[src/rtl/alu_result_framer.sv]
// ALU result framer: queues {carry, result} requests and serialises each one as a
// 4-byte frame (header, result, flags, checksum) over a start/done byte handshake.
module alu_result_framer #(
    parameter int unsigned       NB_DATA    = 8,
    parameter int unsigned       FIFO_DEPTH = 4,
    parameter logic [NB_DATA-1:0] HEADER    = NB_DATA'(8'hA5)
) (
    input  logic               i_clk,
    input  logic               i_reset,
    input  logic               i_valid,
    input  logic [NB_DATA-1:0] i_result,
    input  logic               i_carry,
    input  logic               i_tx_done,
    output logic               o_tx_start,
    output logic [NB_DATA-1:0] o_tx_byte,
    output logic               o_busy,
    output logic               o_full,
    output logic               o_overflow
);

    localparam int unsigned PTR_W = (FIFO_DEPTH > 1) ? $clog2(FIFO_DEPTH) : 1;
    localparam int unsigned CNT_W = PTR_W + 1;
    localparam int unsigned ENT_W = NB_DATA + 1;
    localparam int unsigned NB_FRAME = 4;

    typedef enum logic [1:0] {
        ST_IDLE,
        ST_LOAD,
        ST_SEND,
        ST_WAIT
    } state_e;

    state_e              state_q, state_d;
    logic [ENT_W-1:0]    mem_q [FIFO_DEPTH];
    logic [PTR_W-1:0]    wr_ptr_q, wr_ptr_d;
    logic [PTR_W-1:0]    rd_ptr_q, rd_ptr_d;
    logic [CNT_W-1:0]    count_q, count_d;
    logic [ENT_W-1:0]    entry_q, entry_d;
    logic [NB_DATA-1:0]  frame_q [NB_FRAME];
    logic [NB_DATA-1:0]  frame_d [NB_FRAME];
    logic [1:0]          idx_q, idx_d;
    logic                pend_q, pend_d;
    logic                start_q, start_d;
    logic [NB_DATA-1:0]  byte_q, byte_d;
    logic                busy_q, busy_d;
    logic                full_q, full_d;
    logic                ovf_q, ovf_d;

    logic                pop;
    logic                push;
    logic                drop;
    logic                fifo_full;
    logic [NB_DATA-1:0]  flags;

    // Request FIFO bookkeeping; a push into a full FIFO survives only if a pop frees a slot.
    always_comb begin
        fifo_full = (count_q == CNT_W'(FIFO_DEPTH));
        pop       = (state_q == ST_IDLE) && (count_q != '0);
        push      = i_valid && (!fifo_full || pop);
        drop      = i_valid && !push;

        wr_ptr_d  = push ? wr_ptr_q + PTR_W'(1) : wr_ptr_q;
        rd_ptr_d  = pop  ? rd_ptr_q + PTR_W'(1) : rd_ptr_q;
        count_d   = count_q;
        if (push && !pop) begin
            count_d = count_q + CNT_W'(1);
        end else if (pop && !push) begin
            count_d = count_q - CNT_W'(1);
        end

        // A drop during LOAD re-arms the flag for the following frame.
        pend_d    = drop || (pend_q && (state_q != ST_LOAD));
        ovf_d     = ovf_q || drop;
        full_d    = (count_d == CNT_W'(FIFO_DEPTH));
    end

    assign flags = NB_DATA'({pend_q, (entry_q[NB_DATA-1:0] == '0), entry_q[NB_DATA]});

    // Frame sequencer: next state, frame latch and transmitter handshake.
    always_comb begin
        state_d = state_q;
        entry_d = entry_q;
        frame_d = frame_q;
        idx_d   = idx_q;
        start_d = 1'b0;
        byte_d  = byte_q;

        case (state_q)
            ST_IDLE: begin
                if (pop) begin
                    entry_d = mem_q[rd_ptr_q];
                    state_d = ST_LOAD;
                end
            end
            ST_LOAD: begin
                frame_d[0] = HEADER;
                frame_d[1] = entry_q[NB_DATA-1:0];
                frame_d[2] = flags;
                frame_d[3] = HEADER ^ entry_q[NB_DATA-1:0] ^ flags;
                idx_d      = 2'd0;
                start_d    = 1'b1;
                byte_d     = HEADER;
                state_d    = ST_SEND;
            end
            ST_SEND: begin
                state_d = ST_WAIT;
            end
            ST_WAIT: begin
                if (i_tx_done) begin
                    if (idx_q == 2'd3) begin
                        state_d = ST_IDLE;
                    end else begin
                        idx_d   = idx_q + 2'd1;
                        start_d = 1'b1;
                        byte_d  = frame_q[idx_q + 2'd1];
                        state_d = ST_SEND;
                    end
                end
            end
            default: begin
                state_d = ST_IDLE;
            end
        endcase

        busy_d = (state_d != ST_IDLE);
    end

    // FIFO storage needs no reset: count gates every read.
    always_ff @(posedge i_clk) begin
        if (push) begin
            mem_q[wr_ptr_q] <= {i_carry, i_result};
        end
    end

    always_ff @(posedge i_clk) begin
        if (!i_reset) begin
            state_q  <= ST_IDLE;
            wr_ptr_q <= '0;
            rd_ptr_q <= '0;
            count_q  <= '0;
            entry_q  <= '0;
            frame_q  <= '{default: '0};
            idx_q    <= '0;
            pend_q   <= 1'b0;
            start_q  <= 1'b0;
            byte_q   <= '0;
            busy_q   <= 1'b0;
            full_q   <= 1'b0;
            ovf_q    <= 1'b0;
        end else begin
            state_q  <= state_d;
            wr_ptr_q <= wr_ptr_d;
            rd_ptr_q <= rd_ptr_d;
            count_q  <= count_d;
            entry_q  <= entry_d;
            frame_q  <= frame_d;
            idx_q    <= idx_d;
            pend_q   <= pend_d;
            start_q  <= start_d;
            byte_q   <= byte_d;
            busy_q   <= busy_d;
            full_q   <= full_d;
            ovf_q    <= ovf_d;
        end
    end

    assign o_tx_start = start_q;
    assign o_tx_byte  = byte_q;
    assign o_busy     = busy_q;
    assign o_full     = full_q;
    assign o_overflow = ovf_q;

endmodule

[config.mk]
export PLATFORM = sky130hd
export DESIGN_NAME = alu_result_framer
export DESIGN_NICKNAME = d
export VERILOG_FILES = /design/src/rtl/alu_result_framer.sv
export SDC_FILE = /design/constraint.sdc
export NUM_CORES = 1
export LEC_CHECK = 0
export CAP_MARGIN = 20
export CORE_ASPECT_RATIO = 1.2
export CORE_MARGIN = 4
export CORE_UTILIZATION = 50
export CTS_BUF_LIST = sky130_fd_sc_hd__clkbuf_2 sky130_fd_sc_hd__clkbuf_4 sky130_fd_sc_hd__clkbuf_8
export CTS_CLUSTER_SIZE = 40
export DETAILED_ROUTE_END_ITERATION = 8
export PLACE_DENSITY = 0.74
export SYNTH_ARGS = -nofsm -noshare
export SYNTH_HDL_FRONTEND = slang
export SYNTH_SLANG_ARGS = --single-unit
[constraint.sdc]
create_clock -name i_clk -period 5 [get_ports i_clk]
set_input_delay 1 -clock i_clk [delete_from_list [all_inputs] [get_ports i_clk]]
set_output_delay 1 -clock i_clk [all_outputs]
set_load 0.01 [all_outputs]
==> metrics, run 1 <==
Hold Crit Class register to register; Tot Pwr just over 2 mW; startpoint types primary input; total track usage between 10% and 20%; Worst Path Arrival 2.57 ns; Bufs on Longest Clock Path 2; area added between synthesis and finish 14.34%; Mapped Area around 0.0034 mm²; Final min period about 2.6 ns; GRT overflow 0; layout cells sized above 1 roughly 11%; status finished clean; TritonCTS clock tree yes; Mapped Cells about 290; pin count of the biggest net entering global routing 43; Tcrit/Tclk final between 50% and 60%; IO Port Bufs 24; mean area per synthesized cell 11.66 µm²; critical path class primary input to register; clk root buf clkbuf_8; commonest register cell after synthesis dfxtp_1; CORE AREA approximately 0.0066 mm²; Final Setup Violations 0; dpl cell area ~0.0037 mm²; Pre-antenna DRT Iters 4; async set-reset flop share out of synthesis 0%; vias in the first global route about 2100; Post-Route WL around 6000 µm; antenna violations before repair 0; Synth Register Bits between 80 and 90; Post-CTS Repair Setup Buffers 0; # resized after CTS 0; final max-slew violation count 0; worst IR drop on VDD 238.4 µV; IO Pins 25; synth unique cells 45; Final Cell Area between 0.003 and 0.004 mm²; die area 0.008251 mm²; initial detailed-routing violation count around 150; Power Density 516.4 mW/mm²; post-route ant nets 0; Crit. End Element register; H-Tree Depth 3; syn nets approximately 320; FMAX 0.3897 GHz; num rows 32; Clock Pin Slew Worst Setup and Hold Paths 0.08 ns; commonest non-fill, non-tap cell in the layout dfxtp_1; nets approximately 330; DRC 0; worst skew pair latency around 0.36 ns; register area share after synthesis roughly three fifths; Syn. warnings 0; LEAKAGE approximately 1.3 nW; Worst Skew roughly 0.011 ns; DIE WIDTH roughly 84 µm; ANT cells 0; first-pass GRT wire length between 10000 and 15000 µm; RD Place Congestion 0.7602; Final Util approximately 60%; Hold Buf Count CTS 0; most frequent cells in the layout dfxtp_1, nand2_1, edfxtp_1; Max-Cap Viols 0; initial core utilization 52.21%; CTS buffer count 9; Fillers 548; DR WL/cell 14.82 µm; Least-Margin Pin Slew between 0.7 and 0.8 ns; CP required ~5 ns; hold slack about 0.46 ns; critical-path maximum fanout 9; final hold violation count 0; EDFF count, synth 36; routed via count 2130; clk sink count 86; setup TNS 0 ns; Via-to-Cell Ratio between 5 and 6; slew margin rel. a little over half; RSZ-0062 raised after global routing false; Post-DP HPWL between 4000 and 5000 µm; Die H slightly below 100 µm
==> report_power, final <==
part	internal [mW]	switching, mW
logic	0.247	0.290
registers	0.859	0.112
clock network	0.243	0.273
==> path summary, 6_finish.rpt <==
check | from | to | slack [ns] | depth (start not counted)
min reg2reg | frame_q[20]$_SDFFE_PN0P_ | frame_q[20]$_SDFFE_PN0P_ | 0.46 | 2
max reg2reg | count_q[0]$_SDFF_PN0_ | mem_q[1][6]$_DFFE_PP_ | 2.87 | 4
max | i_valid | mem_q[1][6]$_DFFE_PP_ | 2.43 | 4
min | frame_q[20]$_SDFFE_PN0P_ | frame_q[20]$_SDFFE_PN0P_ | 0.46 | 2
==> kinds of logic (layout without fill, tap and decap cells) <==
group           count (synthesis)  in the layout  synth area share [%]
buf+inv                        24             48                 3.029
flops                          86             86                 60.73
mux                            15             15                 8.394
xor+xnor                        6              6                 1.533
fa+ha+maj                       8              8                 2.920
simple gates                  101            101                 13.07
compound gates                 54             54                 10.33
==> routing by layer <==
| layer | GRT usage [%] | part of all wire (%) | vias to the layer above | routed length [µm] |
|---|---|---|---|---|
| li1 | - | - | 1093 | - |
| met1 | 18.93 | 44 | 997 | 2617 |
| met2 | 26.39 | 51 | 29 | 3063 |
| met3 | 4.181 | 3.4 | 11 | 205 |
| met4 | 6.559 | 1.4 | 0 | 85 |
| met5 | 0 | 0 | - | 0 |
==> critical path, stage by stage <==
cell and delay (ns):
clkdlybuf4s50_1 0.53, inv_1 0.13, a31oi_1 0.41, and2_1 0.50
==> through the flow <==
| stage | cells | setup WS (ns) |
|---|---|---|
| 6_report | 403 | 2.434 |
| 5_1_grt | 403 | 2.257 |
| 4_1_cts | 403 | 2.403 |
| 3_5_place_dp | 387 | 2.024 |
| 3_3_place_gp | 387 | 2.095 |
| 2_1_floorplan | 294 | 2.906 |
==> state kept, by name, summed over array words and instances (netlist names) <==
name	flops
count_q	3
entry_q	9
frame_q	17
idx_q	2
mem_q	36
o_busy	1
o_full	1
o_overflow	1
o_tx_byte	8
o_tx_start	1
pend_q	1
rd_ptr_q	2
state_q	2
wr_ptr_q	2
==> synth_stat cells (2+ instances only) <==
| cell type | number | area share [%] |
|---|---|---|
| dfxtp_1 | 50 | 29 |
| nand2_1 | 49 | 5.4 |
| edfxtp_1 | 36 | 32 |
| nor2_1 | 27 | 3.0 |
| a21oi_1 | 26 | 3.8 |
| clkbuf_1 | 13 | 1.4 |
| mux4_2 | 11 | 7.2 |
| ha_1 | 8 | 2.9 |
| and2_1 | 6 | 1.1 |
| inv_1 | 6 | 0.66 |
| a22oi_1 | 5 | 1.1 |
| nand3_1 | 5 | 0.73 |
| xnor2_1 | 5 | 1.3 |
| mux2i_1 | 4 | 1.2 |
| o21ai_0 | 4 | 0.58 |
| o221a_2 | 4 | 1.3 |
| a311oi_1 | 2 | 0.51 |
| a31oi_1 | 2 | 0.36 |
| buf_2 | 2 | 0.29 |
| nand4_1 | 2 | 0.36 |
| nor4_1 | 2 | 0.36 |
| o21a_1 | 2 | 0.44 |
==> final cells by class <==
class                           count  area (µm²)  share of cell area, %
Sequential cell                    86        2082                  53.11
Tap cell                           85       106.4                  2.713
Clock buffer                        9       123.9                  3.160
Clock inverter                      7       91.34                  2.330
Inverter                            7       26.28                 0.6703
Timing Repair Buffer               25       247.7                  6.320
Multi-Input combinational cell    184        1242                  31.69
Note: power is estimated with default switching activity, not from simulation.
==> inputs of run 2 (changes only) <==
==> constraint.sdc (replaced) <==
create_clock -name i_clk -period 2.6 [get_ports i_clk]
set_input_delay 0.52 -clock i_clk [delete_from_list [all_inputs] [get_ports i_clk]]
set_output_delay 0.52 -clock i_clk [all_outputs]
set_load 0.01 [all_outputs]
==> run 2 against run 1 <==
  * Sequential share of layout area is 0.38 points higher
  * Clock skew barely moved
  * Critical path depth rose by 2
  * Non-clock buffer count grew 1
  * Global-route usage fell by 0.80 points
  * Combinational power rose by 90%
  * Register-to-register slack got worse by 2.3 ns
  * Sequential cell count stayed put
  * Total power is 85% higher
  * Largest power group unchanged
  * Utilization fell by 0.42 points
==> metrics, run 2 (synthesis gave the netlist of run 1 again) <==
Hold Crit Class register to register; R2R cell count 6 (+2); Crit. End Element register; Final Util 59.28% (-0.42 points); critical path, cell by cell inv_1 -> ha_1 -> or3_4 -> a32o_1 -> or3_1 -> a211oi_2; setup TNS 0 ns (unchanged); Power Density 962.0 mW/mm² (+86%); CTS buffer count 9 (unchanged); GRT overflow 0 (unchanged); DRC 0 (unchanged); clk sink count 86 (unchanged); antenna violations before repair 0 (unchanged); initial detailed-routing violation count 159 (+3.2%); Post-DP HPWL 4185 µm (+0.35%); Hold Buf Count CTS 0 (unchanged); Worst R2R Start count_q[0]$_SDFF_PN0_; HP Start frame_q[23]$_SDFFE_PN0P_; final hold violation count 0 (unchanged); area added between synthesis and finish 13.54%; Comb power frac 27.3% (+0.8 points); Bufs on Longest Clock Path 2 (unchanged); CP required 2.88 ns (-2.13 ns); Fillers 550 (+0.36%); FF-to-FF setup slack 0.62 ns (-2.25 ns); Post-Route WL 5743 µm (-3.8%); reg2reg end o_full$_SDFF_PN0_; H-Tree Depth 3 (unchanged); Die H 98.71 µm (unchanged); CP max stage cell dfxtp_1; Pre-antenna DRT Iters 5 (+1); biggest registers after layout mem_q x36, frame_q x17, entry_q x9; DIE WIDTH 83.59 µm (unchanged); Worst Path Buf+Inv 1 (-1); first-pass GRT wire length 9777 µm (-3.9%); total track usage 14.83% (-0.80 points); vias in the first global route 2051 (-3.5%); Placed Cells 388 (+0.26%); post-route ant nets 0 (unchanged); Worst Path Arrival 2.26 ns (-0.31 ns); Clock Pin Slew Worst Setup and Hold Paths 0.09 ns (about the same); RD Place Congestion 0.8054 (+5.9%); critical path class register to register; RSZ-0062 raised after global routing false; Via-to-Cell Ratio 5.359 (+1.4%); commonest non-fill, non-tap cell in the layout dfxtp_1; routed via count 2165 (+1.6%); status finished clean; clk root buf clkbuf_8; Post-Layout Cell Count 404 (+0.25%); worst IR drop on VDD 425.7 µV (+79%); FMAX around 0.50 GHz; pin count of the biggest net entering global routing 43 (unchanged); Hold Path Cell Cnt 2 (unchanged); Tcrit/Tclk final 76.23%; Post-CTS Repair Setup Buffers 0 (unchanged); hold slack 0.4565 ns (-0.001726 ns); Seq pwr share 49.9% (+1.9 points); CORE AREA 0.006566 mm² (unchanged); switching power 1.257 mW (+86%); max incr delay on CP 0.41 ns (-0.12 ns); IO Port Bufs 24 (unchanged); final max-slew violation count 0 (unchanged); Switching Share 33.57% (+0.21 points); max reg flops 36 (unchanged); nets 335 (+0.30%); worst skew pair latency 0.35 ns (about the same); die area 0.008251 mm² (unchanged); slew margin rel. 56.71% (+3.9 points); num rows 32 (unchanged); critical-path maximum fanout 7 (-2); Max-Cap Viols 0 (unchanged); Clock power frac 22.8% (-2.7 points); LEAKAGE 1.315 nW (-1.1%); DR WL/cell 14.22 µm (-4.1%); TritonCTS clock tree yes; Top reg by flops mem_q; Worst Skew 0.01055 ns (-0.0002640 ns); # resized after CTS 0 (unchanged); layout cells sized above 1 10.97% (-0.035 points); IO Pins 25 (unchanged); most frequent cells in the layout dfxtp_1, nand2_1, edfxtp_1; Final min period around 2.0 ns; initial core utilization 52.21% (unchanged); ANT cells 0 (unchanged); Least-Margin Pin Slew 0.6484 ns (-0.05838 ns); Final Setup Violations 0 (unchanged); end of the worst hold path frame_q[23]$_SDFFE_PN0P_; cell family with most CP delay simple AND/OR/NAND/NOR gates; Tot Pwr 3.745 mW (+85%); Cell Int Power 2.487 mW (+84%); startpoint types register
run 2: cell count changes in the layout (fill, tap and decap cells not counted):
cell / delta
clkinv_1: +1
clkinv_8: -1
clkinvlp_4: +1
bufinv_16: -1
buf_4: +1
run 2: layout make-up:
| type | count | area (µm²) | share of cell area [%] |
|---|---|---|---|
| clock buffer | 9 | 123.9 | 3.182 |
| multi-input combinational | 184 | 1242 | 31.92 |
| timing repair buffer | 26 | 255.2 | 6.557 |
| tap | 85 | 106.4 | 2.732 |
| sequential | 86 | 2082 | 53.49 |
| clock inverter | 7 | 56.30 | 1.446 |
| inverter | 7 | 26.28 | 0.6750 |
run 2: power by group through the flow:
| stage | registers, mW | clock network [mW] | logic (mW) |
|---|---|---|---|
| 2_1_floorplan | 1.81 | 0 | 0.858 |
| 3_3_place_gp | 1.89 | 0 | 1.01 |
| 3_5_place_dp | 1.90 | 0 | 1.03 |
| 4_1_cts | 1.87 | 0.872 | 1.03 |
| 5_1_grt | 1.91 | 0.940 | 1.15 |
| 6_report | 1.87 | 0.855 | 1.02 |
run 2: worst register-to-register path, cell delays in order (launching register included):
cell,delay [ns]
dfxtp_1,0.41
inv_1,0.10
ha_1,0.29
or3_4,0.38
a32o_1,0.24
or3_1,0.32
a211oi_2,0.17
run 2: routing by layer:
| metal | GRT usage [%] | share of wire [%] |
|---|---|---|
| met1 | 19.25 | 45 |
| met2 | 23.82 | 49 |
| met3 | 3.261 | 3.7 |
| met4 | 6.807 | 1.6 |
| met5 | 0 | 0 |
run 2: worst max-delay path by stage:
stage	from	endpoint	slack [ns]	cells past startpoint
finish	count_q[0]$_SDFF_PN0_	o_full$_SDFF_PN0_	0.62	6
CTS	count_q[0]$_SDFF_PN0_	o_full$_SDFF_PN0_	0.62	6
detailed placement	i_valid	mem_q[3][1]$_DFFE_PP_	0.33	5
global placement	i_valid	mem_q[0][1]$_DFFE_PP_	0.38	5
floorplan	count_q[0]$_SDFF_PN0_	o_full$_SDFF_PN0_	0.77	6
global route	count_q[0]$_SDFF_PN0_	o_full$_SDFF_PN0_	0.41	6
run 2: per-stage QoR:
stage / worst slack (ns) / area [µm²]
after floorplan: 0.7723 / 3428
after global placement: 0.3842 / 3712
after detailed placement: 0.3344 / 3712
after CTS: 0.6183 / 3892
after global routing: 0.4133 / 3892
final: 0.6180 / 3892
==> inputs of run 3 (changes only) <==
==> constraint.sdc (replaced) <==
create_clock -name i_clk -period 1.9 [get_ports i_clk]
set_input_delay 0.38 -clock i_clk [delete_from_list [all_inputs] [get_ports i_clk]]
set_output_delay 0.38 -clock i_clk [all_outputs]
set_load 0.01 [all_outputs]
==> run 3 against run 2 <==
  * Worst setup slack worse by 0.50 ns
  * Largest cell class unchanged
  * Clock power is 56% higher
  * Die area stayed put
  * Largest power group unchanged
  * Wire length is 6.9% higher
  * Via count is 4.2% higher
  * Design area is 5.9% higher
  * First-iteration DRC count is 6.3% higher
  * Total power is 46% higher
  * Non-clock buffer count is 17 higher
==> metrics, run 3 (synthesis gave the netlist of run 1 again) <==
status finished clean; CORE AREA 0.006566 mm² (unchanged); CP max stage cell dfxtp_2; RSZ-0062 raised after global routing false; num rows 32 (unchanged); Tcrit/Tclk final 93.81% (+18 points); Bufs on Longest Clock Path 2 (unchanged); Worst Skew 0.009342 ns (-0.001213 ns); Worst Path Buf+Inv 1 (unchanged); post-route ant nets 0 (unchanged); worst skew pair latency 0.35 ns (about the same); Max-Cap Viols 0 (unchanged); Worst path depth 6 (unchanged); first-pass GRT wire length 10400 µm (+6.4%); initial core utilization 52.21% (unchanged); routed via count 2255 (+4.2%); DIE WIDTH 83.59 µm (unchanged); Placed Cells 405 (+4.4%); Pre-antenna DRT Iters 4 (-1); worst IR drop on VDD 634.0 µV (+49%); initial detailed-routing violation count 169 (+6.3%); die area 0.008251 mm² (unchanged); Worst Path Arrival 2.06 ns (-0.20 ns); total track usage 15.94% (+1.1 points); TritonCTS clock tree yes; RD Place Congestion 0.7832 (-2.8%); met3 GRT Util 3.177% (-0.084 points); Top reg by flops mem_q; final max-slew violation count 0 (unchanged); most frequent cells in the layout nand2_1, dfxtp_1, edfxtp_1; # resized after CTS 0 (unchanged); slew margin rel. 67.39% (+11 points); pin count of the biggest net entering global routing 43 (unchanged); layout cells sized above 1 16.07% (+5.1 points); Least-Margin Pin Slew 0.4858 ns (-0.1626 ns); Hold Path Cell Cnt 2 (unchanged); Post-CTS Repair Setup Buffers 0 (unchanged); Final Setup Violations 0 (unchanged); Clock Pin Slew Worst Setup and Hold Paths 0.09 ns (about the same); Hold Crit Class register to register; IO Pins 25 (unchanged); Fillers 535 (-2.7%); ANT cells 0 (unchanged); CTS buffer count 9 (unchanged); Die H 98.71 µm (unchanged); Post-DP HPWL 4535 µm (+8.4%); GRT overflow 0 (unchanged); biggest registers after layout mem_q x36, frame_q x17, entry_q x9; critical-path maximum fanout 5 (-2); vias in the first global route 2196 (+7.1%); R2R cell count 6 (unchanged); setup TNS 0 ns (unchanged); antenna violations before repair 0 (unchanged); FF-to-FF setup slack 0.12 ns (-0.50 ns); Via-to-Cell Ratio 5.356 (about the same); Power Density 1323 mW/mm² (+38%); Final min period 1.782 ns (-0.1995 ns); DR WL/cell 14.58 µm (+2.6%); startpoint types register; CP required 2.18 ns (-0.70 ns); Hold Buf Count CTS 0 (unchanged); critical path class register to register; met2 usage 27.80% (+4.0 points); cell family with most CP delay simple AND/OR/NAND/NOR gates; IO Port Bufs 24 (unchanged); nets 352 (+5.1%); Post-Layout Cell Count 421 (+4.2%); max incr delay on CP 0.37 ns (-0.04 ns); critical path, cell by cell inv_1 -> ha_1 -> or3_4 -> a32o_1 -> or3_1 -> a211oi_2; max reg flops 36 (unchanged); DRC 0 (unchanged); area added between synthesis and finish 20.18%; clk sink count 86 (unchanged); LEAKAGE 1.438 nW (+9.4%); GR peak layer met2; FMAX 0.5610 GHz (+11%); H-Tree Depth 3 (unchanged); clk root buf clkbuf_8; final hold violation count 0 (unchanged); Post-Route WL 6139 µm (+6.9%); Crit. End Element register; met1 Usage GRT 18.63% (-0.61 points)
[run 3: cell types whose count changed in the layout (fill, tap and decap cells not counted)]
cell,delta
buf_4,+12
a2111oi_0,-1
a2111oi_1,+1
clkinv_1,-1
dfxtp_1,-1
clkinv_8,+1
bufinv_16,+1
dfxtp_2,+1
buf_12,+5
clkinvlp_4,-1
[run 3: report_power, final]
part | switching [mW] | internal, mW
logic | 0.830 | 0.774
registers | 0.252 | 2.26
clock network | 0.694 | 0.639
[run 3: layout make-up]
| class | count | area (µm²) | share of cell area (%) |
|---|---|---|---|
| multi-input combinational | 184 | 1244 | 30.19 |
| timing repair buffer | 43 | 445.4 | 10.81 |
| clock buffer | 9 | 123.9 | 3.006 |
| sequential | 86 | 2083 | 50.56 |
| tap | 85 | 106.4 | 2.581 |
| clock inverter | 7 | 91.34 | 2.217 |
| inverter | 7 | 26.28 | 0.6377 |
[run 3: stage by stage]
step	total power, mW	util, %	setup slack [ns]	hold slack, ns	instance area (µm²)
floorplan	3.651	-	0.07229	0.4289	3428
global placement	4.099	59.43	0.01989	0.4367	3902
CTS	5.491	62.71	0.05044	0.4589	4118
finish	5.451	62.75	0.1175	0.4596	4120
detailed placement	4.160	59.43	0.002078	0.4455	3902
global route	5.778	62.75	0.02715	0.4813	4120
[run 3: layer usage]
| metal | vias to the layer above | part of all wire (%) |
|---|---|---|
| met5 | - | 0 |
| li1 | 1128 | - |
| met3 | 10 | 4.1 |
| met4 | 0 | 1.6 |
| met1 | 1070 | 42 |
| met2 | 47 | 52 |
[run 3: path summary, 6_finish.rpt]
check	start	to
setup / recovery	count_q[1]$_SDFF_PN0_	o_full$_SDFF_PN0_
hold / removal	frame_q[2]$_SDFFE_PN0P_	frame_q[2]$_SDFFE_PN0P_
hold reg to reg	frame_q[2]$_SDFFE_PN0P_	frame_q[2]$_SDFFE_PN0P_
setup reg to reg	count_q[1]$_SDFF_PN0_	o_full$_SDFF_PN0_
[run 3: worst register-to-register path, delay by kind of cell (launching register included)]
| kind | cells | cell delay, ns |
|---|---|---|
| buffers and inverters | 1 | 0.06 |
| DFF | 1 | 0.37 |
| adders and majority gates | 1 | 0.19 |
| and+or+nand+nor | 2 | 0.67 |
| AOI/OAI and AO/OA | 2 | 0.40 |
